File: config.mk
export PLATFORM = sky130hd
export DESIGN_NAME = z80_turbo_clken
export DESIGN_NICKNAME = d
export VERILOG_FILES = /design/src/rtl/z80_turbo_clken.sv
export SDC_FILE = /design/constraint.sdc
export NUM_CORES = 1
export LEC_CHECK = 0
export CAP_MARGIN = 25
export CORE_MARGIN = 5
export CORE_UTILIZATION = 45
export CTS_BUF_LIST = sky130_fd_sc_hd__clkbuf_2 sky130_fd_sc_hd__clkbuf_4 sky130_fd_sc_hd__clkbuf_8
export DETAILED_ROUTE_END_ITERATION = 16
export MAX_ROUTING_LAYER = met4
export PLACE_DENSITY = 0.78
export SKIP_LAST_GASP = 1
export SLEW_MARGIN = 40
export SYNTH_ARGS = -nofsm -noshare
export SYNTH_HDL_FRONTEND = slang
export SYNTH_SLANG_ARGS = --single-unit
File: constraint.sdc
create_clock -name clk -period 3.6 [get_ports clk]
set_clock_uncertainty 0.15 [all_clocks]
set_input_delay 0.72 -clock clk [delete_from_list [all_inputs] [get_ports clk]]
set_output_delay 0.72 -clock clk [all_outputs]
set_load 0.02 [all_outputs]
File: src/rtl/z80_turbo_clken.sv
// z80_turbo_clken: CPU T-state clock-enable generator with selectable turbo
// divisors, fetch-boundary mode switching and wait insertion for slow accesses.
module z80_turbo_clken #(
   parameter int unsigned BASE_DIV    = 8,
   parameter int unsigned MODES       = 4,
   parameter int unsigned TURBO_WAITS = 1
) (
   input  logic       clk,
   input  logic       rst,
   input  logic [1:0] turbo_req,
   input  logic       hold,
   input  logic       m1_n,
   input  logic       mreq_n,
   input  logic       iorq_n,
   input  logic       rd_n,
   input  logic       wr_n,
   input  logic       slow_access,
   output logic       clken,
   output logic       wait_n,
   output logic [1:0] turbo_act,
   output logic       mode_chg
);

   localparam int unsigned CNT_W  = (BASE_DIV > 1) ? $clog2(BASE_DIV) : 1;
   localparam int unsigned WCNT_W = 4;
   localparam logic [CNT_W-1:0]  CNT_INIT = CNT_W'(BASE_DIV - 1);
   localparam logic [1:0]        MODE_MAX = 2'(MODES - 1);
   localparam logic [WCNT_W-1:0] WAIT_LD  = WCNT_W'(TURBO_WAITS);

   typedef enum logic [1:0] {
      S_IDLE    = 2'd0,
      S_WAITING = 2'd1,
      S_DONE    = 2'd2
   } wait_state_t;

   logic [CNT_W-1:0]  cnt;
   logic              pend_valid;
   logic [1:0]        pend_mode;
   logic [WCNT_W-1:0] wcnt;
   wait_state_t       state;
   wait_state_t       state_d;
   logic [WCNT_W-1:0] wcnt_d;
   logic              wait_n_d;

   logic [1:0]       req_c;
   logic             tick_c;
   logic             apply_c;
   logic [1:0]       act_next_c;
   logic [CNT_W-1:0] reload_c;
   logic             access_c;
   logic             trig_c;

   // Request clamping, T-state tick, mode apply and wait trigger decode
   always_comb begin
      req_c      = (32'(turbo_req) >= MODES) ? MODE_MAX : turbo_req;
      tick_c     = !hold && (cnt == '0);
      apply_c    = tick_c && !m1_n && pend_valid;
      act_next_c = apply_c ? pend_mode : turbo_act;
      reload_c   = CNT_W'((BASE_DIV >> act_next_c) - 32'd1);
      access_c   = slow_access && (!mreq_n || !iorq_n) && (!rd_n || !wr_n);
      trig_c     = tick_c && (act_next_c != 2'd0) && access_c && (TURBO_WAITS != 0);
   end

   // Divider: reload on tick with the divisor of the mode in effect after this edge
   always_ff @(posedge clk or posedge rst) begin
      if (rst) begin
         cnt   <= CNT_INIT;
         clken <= 1'b0;
      end else if (tick_c) begin
         cnt   <= reload_c;
         clken <= 1'b1;
      end else begin
         if (!hold) cnt <= cnt - CNT_W'(1);
         clken <= 1'b0;
      end
   end

   // Pending request tracks the latest clamped request; applied only at M1 ticks
   always_ff @(posedge clk or posedge rst) begin
      if (rst) begin
         turbo_act  <= 2'd0;
         mode_chg   <= 1'b0;
         pend_valid <= 1'b0;
         pend_mode  <= 2'd0;
      end else begin
         turbo_act  <= act_next_c;
         mode_chg   <= apply_c;
         pend_valid <= (req_c != act_next_c);
         pend_mode  <= req_c;
      end
   end

   // Wait FSM state register
   always_ff @(posedge clk or posedge rst) begin
      if (rst) state <= S_IDLE;
      else     state <= state_d;
   end

   // Wait FSM next-state logic
   always_comb begin
      state_d = state;
      case (state)
         S_IDLE:    if (trig_c) state_d = S_WAITING;
         S_WAITING: if (tick_c && (wcnt <= WCNT_W'(1))) state_d = S_DONE;
         S_DONE:    if (mreq_n && iorq_n) state_d = S_IDLE;
         default:   state_d = S_IDLE;
      endcase
   end

   // Wait FSM outputs: counter next value and WAIT_n level
   always_comb begin
      wcnt_d   = wcnt;
      wait_n_d = (state_d != S_WAITING);
      case (state)
         S_IDLE:    if (trig_c) wcnt_d = WAIT_LD;
         S_WAITING: if (tick_c) wcnt_d = wcnt - WCNT_W'(1);
         default:   wcnt_d = wcnt;
      endcase
   end

   // Wait counter and registered WAIT_n
   always_ff @(posedge clk or posedge rst) begin
      if (rst) begin
         wcnt   <= '0;
         wait_n <= 1'b1;
      end else begin
         wcnt   <= wcnt_d;
         wait_n <= wait_n_d;
      end
   end

endmodule

### Word level (Yosys, flattened, before mapping)

Cells that the tools add are included.

| operators by class | value |
|---|---|
| $add $sub $neg | 3 |
| order comparisons | 1 |
| eq/ne operators | 7 |
| shift-type cells | 1 |
| multiplexer cells | 11 |
| reductions and logical operators | 22 |

Operators with widths:

| kind | count |
|---|---|
| $logic_and 1x1->1 | 9 |
| $mux 2 | 4 |
| $mux 4 | 2 |
| $pmux 4 s2 | 1 |
| $logic_not 1->1 | 6 |
| $mux 3 | 2 |
| $pmux 2 s3 | 1 |
| $sub 3x1->3 const B | 2 |
| $le 4x1->1 const B | 1 |
| $ne 2x1->1 const B | 2 |
| $ne 2x2->1 const B | 2 |
| $reduce_bool 2->1 | 2 |
| $shr 4x2->3 const A | 1 |
| $sub 4x1->4 const B | 1 |
| $logic_not 3->1 | 1 |
| $reduce_and 3->1 | 1 |
| $eq 2x1->1 const B | 1 |
| $eq 2x2->1 const B | 1 |
| $logic_not 2->1 | 1 |
| $logic_or 1x1->1 | 2 |
| $ne 2x2->1 | 1 |
| $mux 1 | 1 |

| storage, ports and cells | value |
|---|---|
| register bits after elaboration | 17 |
| output and inout bits | 5 |

### Logic depth before layout (Yosys ltp)

| depth | value |
|---|---|
| depth after elaboration | 11 |
| depth in mapped cells | 10 |

### Worst setup path before layout

Ideal clock, no wire load.

| path | value |
|---|---|
| kind | input port to flip-flop |
| start | input port hold |
| end | register cnt[2] |
| arrival | 2.111 ns |
| data required time | 3.375 ns |
| setup slack | 1.264 ns |
| stages | 10 |
| buffers on the path | 2 |
| cell sequence | or4_1 > buf_6 > inv_6 > buf_12 > nand4b_1 > o21ai_1 > a21oi_1 > ha_1 > nor2b_1 > xnor2_1 |

| on the way | value |
|---|---|
| cells in the longest elaborated chain, start to end | 8 |

Ends and longest elaborated chain:

| element | RTL line | source |
|---|---|---|
| start: declaration | 11 | `input logic hold,` |
| $logic_not 1->1 * | -- |  |
| $logic_and 1x1->1 * | 56 | `tick_c = !hold && (cnt == '0);` |
| named net tick_c | 46 | `logic tick_c;` |
| $logic_and 1x1->1 (2 in a row) | 57 | `apply_c = tick_c && !m1_n && pend_valid;` |
| $mux 2 | 58 | `act_next_c = apply_c ? pend_mode : turbo_act;` |
| $shr 4x2->3 | 59 | `reload_c = CNT_W'((BASE_DIV >> act_next_c) - 32'd1);` |
| $sub 3x1->3 | 59 |  |
| $mux 3 | 69 | `end else if (tick_c) begin` |
| end signal: assignment | 70 | `cnt <= reload_c;` |
| end signal: assignment | 73 | `if (!hold) cnt <= cnt - CNT_W'(1);` |
| end: declaration | 36 | `logic [CNT_W-1:0] cnt;` |

Mark *: on every way through the listed nets, which the timed path passes. The rest lies on a longest branch.
A chain may end at the register's enable or synchronous reset.

### Worst setup path after layout

| path | value |
|---|---|
| start | input port hold |
| end | register cnt[2] |

| on the way | value |
|---|---|
| cells in the longest elaborated chain, start to end | 8 |

Ends and longest elaborated chain:

| element | RTL line |
|---|---|
| $logic_not 1->1 | -- |
| $logic_and 1x1->1 | 56 |
| $logic_and 1x1->1 (2 in a row) | 57 |
| $mux 2 | 58 |
| $shr 4x2->3 | 59 |
| $sub 3x1->3 | 59 |
| $mux 3 | 69 |

Several ways; a longest one is shown, not always the timed one.

==> flow_summary.json <==
{
  "die-area_um2": 3156,
  "vias_per_cell": 5.195,
  "io_pins": 16,
  "synth_cell_type_count": 43,
  "cp_num_buf_inv": 2,
  "cts.path.max_buffers": 2,
  "critical_path_arrival_ps": 2860,
  "fin_util_pct": 57.06,
  "status": "completed",
  "htree_num_levels": 1,
  "tritoncts": "built",
  "die_x_um": 56.18,
  "track_usage_pct": 12.20,
  "postSynthCellCount": 89,
  "vias": 691,
  "syn_nets": 103,
  "critical_path_class": "in -> reg",
  "instances_no_fill": 133,
  "holdCritPathClass": "reg -> reg",
  "layout_commonest_cell": "clkdlybuf4s50_1",
  "fmax_mhz": 357.3,
  "ys_ff_latch": 17,
  "async_reset_ff_share_pct": 100.0,
  "root_buffer": "clkbuf_4",
  "whs_ps": 342.3,
  "antenna_found_initial": 0,
  "syn_to_final_growth_pct": 19.04,
  "avgSynthCellArea_um2": 10.78,
  "clock-sinks": 17,
  "gp_congestion": 0.8330,
  "rows": 16,
  "ys.flop_type": "dfrtp_1",
  "clkTransAtPathRegs_ps": 90,
  "peakVddDrop_uv": 319.4,
  "grt_pass1_wl_um": 2973,
  "drt_wl_total_um": 1645,
  "powerDensity_nw_per_um2": 634.5,
  "wire_per_inst_um": 12.37,
  "drt_iter0_markers": 4,
  "grt_pass1_vias": 697,
  "cp.required_ps": 3660,
  "clk_latency_ps": 280,
  "antenna_cells": 0,
  "cap_violations": 0,
  "min_period_ps": 2798,
  "netlist_area_um2": 959.7,
  "seq_area_frac_synth_pct": 44.85,
  "drt_pre_antenna_iters": 4,
  "place_area_um2": 1112,
  "p_leak_nw": 0.4913,
  "worstMarginPinSlew_ps": 623.0,
  "post_cts_resized": 0,
  "maxSlewViolCount": 0,
  "mostFrequentLayoutCells": "clkdlybuf4s50_1 (15), dfrtp_1 (13), nand2_1 (7), a21oi_1 (6), inv_1 (6)",
  "synth-edff-count": 0,
  "crit_family": "simple AND/OR/NAND/NOR gates",
  "grt_max_degree": 18,
  "nets": 121,
  "worstSetupStartpointType": "input pin",
  "max_stage_delay_ps": 680,
  "path_max_fanout": 11,
  "ant_nets": 0,
  "fp.dieH_um": 56.18,
  "dp_hpwl_um": 1304,
  "port_buffers": 15,
  "final_area_um2": 1142,
  "slew_headroom_pct": 58.42,
  "holdBufCountCts": 0,
  "post_cts_buffers": 0,
  "worst_path_max_delay_cell": "or4_1",
  "dp_cells": 129,
  "cts_buffers": 3,
  "grt-ovfl-total": 0,
  "drive_above_1_share_pct": 15.09,
  "finalCritPeriodShare_pct": 77.73,
  "grt_setup_unrepaired": "false",
  "initial_core_util_pct": 47.94,
  "setup_violations": 0,
  "hold_violations": 0,
  "coreArea_um2": 2002,
  "crit_chain": "clkdlybuf4s50_1, or4_1, inv_6, nand4b_1, o21ai_1, a21oi_1, ha_1, nor2b_1, xnor2_1",
  "tns_ps": 0,
  "cp-end-kind": "flip-flop",
  "yosys_warnings": 0,
  "drcViolationCount": 0
}
==> registers in the layout, indices dropped and copies added, names as in the netlist, 2 cells and up <==
signal	flops
turbo_act	2
state	2
pend_mode	2
wcnt	4
cnt	3
==> metrics by stage <==
step	worst slack [ps]	power, W
floorplan	1264	0.0005422
global placement	606.8	0.0006169
detailed placement	503.0	0.0006269
CTS	812.4	0.0007344
global route	694.4	0.0007881
finish	801.6	0.0007249
==> cell usage after synthesis (all sizes together) (2+ instances only) <==
cell type | count | area share (%)
a21oi | 7 | 4.0
buf | 2 | 3.3
dfrtp | 13 | 34
dfstp | 4 | 11
ha | 3 | 3.9
inv | 7 | 3.3
mux2i | 2 | 2.1
nand2 | 7 | 2.7
nand2b | 5 | 3.3
nand3 | 2 | 2.3
nand4b | 2 | 1.8
nor2 | 2 | 0.78
nor2b | 3 | 2.0
o21ai | 4 | 2.1
o22ai | 3 | 2.6
o31ai | 2 | 1.6
==> path summary, 6_finish.rpt <==
path,startpoint,to,slack (ps),cells after the start
setup / recovery,hold,cnt[2],800,9
hold / removal,cnt[1],cnt[1],340,2
setup reg to reg,cnt[0],cnt[2],1230,8
max in group asynchronous,rst,state[1],2240,2
min in group asynchronous,rst,wcnt[3],660,2
hold reg to reg,cnt[1],cnt[1],340,2
==> layout make-up <==
cell class / count / area, um2
clock buffer: 4 / 30.03
fill: 176 / 859.6
inverter: 7 / 31.28
multi-input combinational: 63 / 466.7
sequential: 17 / 430.4
tap: 27 / 33.78
timing repair buffer: 15 / 150.1
==> power by group <==
group	leakage, nW	switching [W]	total, W	internal (W)
clock network	0.0184	0.0000540	0.000105	0.0000505
logic	0.280	0.000159	0.000303	0.000144
registers	0.193	0.0000522	0.000317	0.000265
==> per-layer routing <==
| metal | track usage [%] | vias up | wire (um) |
|---|---|---|---|
| met3 | 5.336 | 2 | 96 |
| li1 | - | 356 | - |
| met4 | 4.407 | 0 | 21 |
| met1 | 14.45 | 318 | 773 |
| met5 | - | - | 0 |
| met2 | 18.36 | 15 | 753 |
==> cell families (layout without fill, tap and decap cells) <==
logic type	Yosys count	after routing	share of synthesized area [%]
AOI/OAI and AO/OA	24	24	17.08
buffers and inverters	9	26	6.519
muxes	3	3	3.259
and+or+nand+nor	32	32	23.47
xor gates and xnor gates	1	1	0.9128
adders and majority gates	3	3	3.912
DFF	17	17	44.85
==> worst min-delay path: stages, from the launching register on <==
cell	delay [ps]
dfstp_2	390
inv_1	50
mux2i_1	60
(Power assumes the default switching activity.)
